**config.mk**
```make
export PLATFORM = sky130hd
export DESIGN_NAME = branch_compare_pipe
export DESIGN_NICKNAME = d
export VERILOG_FILES = /design/src/rtl/branch_compare_pipe.sv
export SDC_FILE = /design/constraint.sdc
export NUM_CORES = 1
export LEC_CHECK = 0
export BUFFER_PORTS_ARGS = -buffer_cell sky130_fd_sc_hd__buf_4
export CORE_AREA = 2 2 89 91
export DETAILED_ROUTE_END_ITERATION = 16
export DIE_AREA = 0 0 91 93
export MAX_ROUTING_LAYER = met4
export PLACE_DENSITY = 0.77
export SYNTH_ARGS = -nofsm -noshare
export SYNTH_HDL_FRONTEND = slang
export SYNTH_SLANG_ARGS = --single-unit
export TNS_END_PERCENT = 100
```
**constraint.sdc**
```tcl
create_clock -name clk -period 2.9 [get_ports clk]
set_input_delay 0.145 -clock clk [delete_from_list [all_inputs] [get_ports clk]]
set_output_delay 0.145 -clock clk [all_outputs]
set_load 0.02 [all_outputs]
```
**src/rtl/branch_compare_pipe.sv**
```systemverilog
// branch_compare_pipe: two-stage valid/ready branch comparator (EQ/NE/LT/GE/LTU/GEU).
// Optional saturating match counter on match_count, enabled by defining BRANCH_CMP_STATS_EN.
module branch_compare_pipe #(
  parameter int WIDTH = 32
) (
  input  logic             clk,
  input  logic             rst_n,
  input  logic             in_valid,
  output logic             in_ready,
  input  logic [WIDTH-1:0] rd1,
  input  logic [WIDTH-1:0] rd2,
  input  logic [2:0]       op,
  output logic             out_valid,
  input  logic             out_ready,
  output logic             result,
  output logic             zero,
  output logic             err,
  output logic [15:0]      match_count
);

  typedef enum logic [2:0] {
    OP_EQ  = 3'b000,
    OP_NE  = 3'b001,
    OP_LT  = 3'b010,
    OP_GE  = 3'b011,
    OP_LTU = 3'b100,
    OP_GEU = 3'b101
  } cmp_op_e;

  // Stage 1: registered operands and op.
  logic             s1_valid;
  logic [WIDTH-1:0] s1_rd1;
  logic [WIDTH-1:0] s1_rd2;
  logic [2:0]       s1_op;

  // Stage 2: registered compare outcome.
  logic s2_valid;
  logic s2_result;
  logic s2_zero;
  logic s2_err;

  // Handshake / flow control.
  logic s1_advance;
  logic s1_load;
  logic s2_load;

  // Stage 1 moves forward whenever stage 2 is empty or is draining this cycle.
  assign s1_advance = !s2_valid || out_ready;
  assign in_ready   = !s1_valid || s1_advance;
  assign s1_load    = in_valid && in_ready;
  assign s2_load    = s1_valid && s1_advance;

  // NOTE: sequential state uses non-blocking (<=) so every flop samples pre-edge values.
  always_ff @(posedge clk or negedge rst_n) begin
    if (!rst_n) begin
      s1_valid <= 1'b0;
      s2_valid <= 1'b0;
    end else begin
      if (in_ready)   s1_valid <= in_valid;
      if (s1_advance) s2_valid <= s1_valid;
    end
  end

  // NOTE: operand registers carry no reset; s1_valid alone qualifies them, so reset cost is avoided.
  always_ff @(posedge clk) begin
    if (s1_load) begin
      s1_rd1 <= rd1;
      s1_rd2 <= rd2;
      s1_op  <= op;
    end
  end

  // Compare logic between the two stages.
  logic cmp_result;
  logic cmp_zero;
  logic cmp_err;
  logic lt_signed;
  logic lt_unsigned;

  // NOTE: every output of this block gets a default first, so no path can infer a latch.
  always_comb begin
    cmp_result  = 1'b0;
    cmp_err     = 1'b0;
    cmp_zero    = (s1_rd1 == s1_rd2);
    lt_signed   = ($signed(s1_rd1) < $signed(s1_rd2));
    lt_unsigned = (s1_rd1 < s1_rd2);
    case (s1_op)
      OP_EQ:   cmp_result = cmp_zero;
      OP_NE:   cmp_result = !cmp_zero;
      OP_LT:   cmp_result = lt_signed;
      OP_GE:   cmp_result = !lt_signed;
      OP_LTU:  cmp_result = lt_unsigned;
      OP_GEU:  cmp_result = !lt_unsigned;
      default: cmp_err    = 1'b1;
    endcase
  end

  // Result flops are reset so outputs read 0 while rst_n is low.
  always_ff @(posedge clk or negedge rst_n) begin
    if (!rst_n) begin
      s2_result <= 1'b0;
      s2_zero   <= 1'b0;
      s2_err    <= 1'b0;
    end else if (s2_load) begin
      s2_result <= cmp_result;
      s2_zero   <= cmp_zero;
      s2_err    <= cmp_err;
    end
  end

  assign out_valid = s2_valid;
  assign result    = s2_result;
  assign zero      = s2_zero;
  assign err       = s2_err;

`ifdef BRANCH_CMP_STATS_EN
  logic [15:0] stat_count;
  logic        stat_hit;

  assign stat_hit = out_valid && out_ready && s2_result && !s2_err;

  // Saturates at all-ones instead of wrapping.
  always_ff @(posedge clk or negedge rst_n) begin
    if (!rst_n) begin
      stat_count <= 16'd0;
    end else if (stat_hit && (stat_count != 16'hFFFF)) begin
      stat_count <= stat_count + 16'd1;
    end
  end

  assign match_count = stat_count;
`else
  assign match_count = 16'd0;
`endif

  // Protocol properties: a stalled result holds, and a full stalled pipe refuses input.
  a_hold_stable: assert property (@(posedge clk) disable iff (!rst_n)
    (out_valid && !out_ready) |=> (out_valid && $stable({result, zero, err})));

  a_full_stall: assert property (@(posedge clk) disable iff (!rst_n)
    (s1_valid && s2_valid && !out_ready) |-> !in_ready);

endmodule
```
==> metrics.yaml <==
floorplan:
  dieArea_um2: 8463
  die_h_um: 93
  ios: 92
  core-area_um2: 7527
  fp.dieW_um: 91
  start_util_pct: 43.43
  num_rows: 32
hold_path:
  hold_path.class: "primary input to flop"
  worstHoldStart: "out_ready"
  hold-path-cell-count: 3
  hold_end: "s1_valid$_DFFE_PN0N_"
synth:
  syn_avg_cell_area_um2: 14.15
  synthTopCellsByArea: "edfxtp_1, ha_1, inv_1"
  post-synth-top-area-fraction_pct: 61.54
  synth_cell_types: 41
  yosys.area.top_type: "edfxtp_1"
  ys.flop_type: "edfxtp_1"
  synth_cells: 231
  synth_area_um2: 3269
  synthArstFlopShare_pct: 6.944
  synth.yosys.warnings: 0
  synth_seq_cells: 72
  synth_edf_count: 67
  yosysSeqAreaShare_pct: 65.37
critical_path:
  reg2reg_depth: 8
  r2r-end: "result$_DFFE_PN0P_"
  r2r-start: "s1_rd1[23]$_DFFE_PP_"
  cp_cell_sequence: "ha_1 -> a21oi_1 -> o21ai_1 -> a221oi_1 -> o211ai_1 -> o211ai_2 -> mux2i_1 -> o211ai_1"
  cp-end-kind: "flop"
  crit_fanout: 3
  slowest_delay_ns: 0.41
  cp-start-kind: "flop"
  path_delay_family: "compound AO/OA/AOI/OAI gates"
  arrival_ns: 2.37
  timing.critical_path.mode_cell: "o211ai_1"
  crit_slowest_cell: "a221oi_1"
  cp.required_ns: 3.10
  rrSetupSlack_ns: 0.73
  path_buf_inv: 0
  worstSetupPathType: "flop to flop"
  crit_start: "s1_rd1[23]$_DFFE_PP_"
power:
  p_int_mw: 1.715
  switching_power_uw: 562.5
  power_mw: 2.278
  pwr-share-seq_pct: 54.5
  p_per_area_nw_per_um2: 477.4
  clkPwrFrac_pct: 29.2
  p_leak_nw: 2.077
  ir_drop_mv: 0.3218
  switching_share_pct: 24.69
  combinationalPowerShare_pct: 16.3
place:
  port_buffers: 75
  gp_congestion: 0.7536
  pre_cts_ws_ns: 0.7343
  hpwl_um: 4215
grt:
  grt_pass1_vias: 2262
  grt_max_degree: 44
  overflow: 0
  gr-usage-all-layers_pct: 16.51
  grt_pass1_wl_um: 10320
  grt_antenna_before_repair: 0
cts:
  cts-htree-levels: 3
  cts_hold_buf: 69
  numCtsBuffers: 9
  root_buffer: "clkbuf_8"
  cts.clk_slew.worst_paths_ns: 0.08
  cts_tree: "done"
  cts.path.max_buffers: 2
  postCtsSetupRepairBufs: 0
  clock-sinks: 72
  clk-insertion-delay-late_ns: 0.34
  cts.repair.resized: 0
sta:
  finalCritPeriodShare_pct: 74.83
  final.setup_skew_ns: 0.009564
  report.final.slew_viol_count: 0
  setup_tns_ns: 0
  layout_setup_ws_ns: 0.7300
  fmax_mhz: 460.8
  setup_violations: 0
  grt_setup_unrepaired: "false"
  fin_crit_ns: 2.170
  tightest_slew_ns: 0.6305
  max_slew_margin_pct: 57.97
  hold_viol: 0
job:
  maxCapViolations: 0
drt:
  first_pass_iters: 4
  drt_iter0_markers: 134
  final_antenna_net_count: 0
  viasPerCell: 4.552
  wl_um: 6533
  routedWlPerCell_um: 13.25
  drc: 0
  vias: 2244
layout:
  syn_to_final_growth_pct: 45.92
  final_nets: 489
  mostFrequentLayoutCells: "buf_4, dlygate4sd3_1, edfxtp_1, inv_1, ha_1"
  drive_gt1_share_pct: 25.06
  diodes: 0
  final_common_cell: "buf_4"
run_status:
  outcome: "finished clean"
[Yosys cell counts (2+ instances only)]
| cell type | count |
|---|---|
| edfxtp_1 | 67 |
| buf_4 | 16 |
| ha_1 | 32 |
| nand3_1 | 4 |
| nand4_1 | 4 |
| nor2_1 | 3 |
| dfrtp_1 | 5 |
| inv_1 | 34 |
| o211ai_1 | 2 |
| o21ai_0 | 3 |
| nand2b_1 | 3 |
| o21ai_1 | 2 |
| nor4_1 | 2 |
| a21oi_1 | 14 |
| nand2_1 | 14 |
[cell type report]
cell class,count,area [µm²]
clock buffer,9,123.9
inverter,34,127.6
fill,588,2756
multi-input combinational,124,942.2
sequential,72,2137
timing repair buffer,145,1274
tap,102,127.6
clock inverter,7,38.79
[power groups by stage]
| stage | Combinational, mW | Clock, mW | Sequential (mW) |
|---|---|---|---|
| 2_1_floorplan | 0.175 | 0 | 1.27 |
| 3_3_place_gp | 0.289 | 0 | 1.26 |
| 3_5_place_dp | 0.296 | 0 | 1.26 |
| 4_1_cts | 0.372 | 0.684 | 1.24 |
| 5_1_grt | 0.409 | 0.733 | 1.25 |
| 6_report | 0.370 | 0.666 | 1.24 |
[registers in the layout, summed over array words and instances, names as in the netlist]
name,cells
s1_rd2,32
result,1
s1_op,3
s1_rd1,32
out_valid,1
err,1
s1_valid,1
zero,1
[cell families after synthesis]
logic type / Yosys count / synth area share (%)
other: 1 / 0.1147
XOR/XNOR: 1 / 0.2679
multiplexers: 1 / 0.3062
adder cells (fa/ha/maj): 32 / 12.25
AO/OA/AOI/OAI: 33 / 6.621
buffers and inverters: 50 / 7.578
AND/OR/NAND/NOR: 41 / 7.501
flip-flops: 72 / 65.37
[worst max-delay path by stage]
stage | end | slack [ns] | cells after the start
2_1_floorplan | s1_op[0]$_DFFE_PP_ | 0.11 | 2
3_3_place_gp | result$_DFFE_PN0P_ | 0.74 | 8
3_5_place_dp | result$_DFFE_PN0P_ | 0.73 | 8
4_1_cts | result$_DFFE_PN0P_ | 0.71 | 8
5_1_grt | result$_DFFE_PN0P_ | 0.53 | 8
6_report | result$_DFFE_PN0P_ | 0.73 | 8
[worst register-to-register path: stages (launching register included)]
cell and delay (ns):
edfxtp_1 0.38, ha_1 0.34, a21oi_1 0.15, o21ai_1 0.09
a221oi_1 0.41, o211ai_1 0.16, o211ai_2 0.20, mux2i_1 0.21
o211ai_1 0.11
[through the flow]
stage                     instances  hold slack [ns]  util, %  instance area (µm²)
after global placement          408         -0.04981    52.04                 3918
after detailed placement        408         -0.04906    52.04                 3918
after global routing            493           0.1291    63.38                 4771
after CTS                       493           0.1041    63.38                 4771
after floorplan                 246          -0.1506        -                 3326
final                           493           0.1182    63.38                 4771
[routing by layer]
layer  GRT usage, %  share of wire, %  vias up
met3          3.707               4.6       11
met2          29.20                54       76
met5              -                 0        -
met1          18.01                39     1041
li1               -                 -     1116
met4          7.071               1.9        0
(Power assumes the default switching activity.)
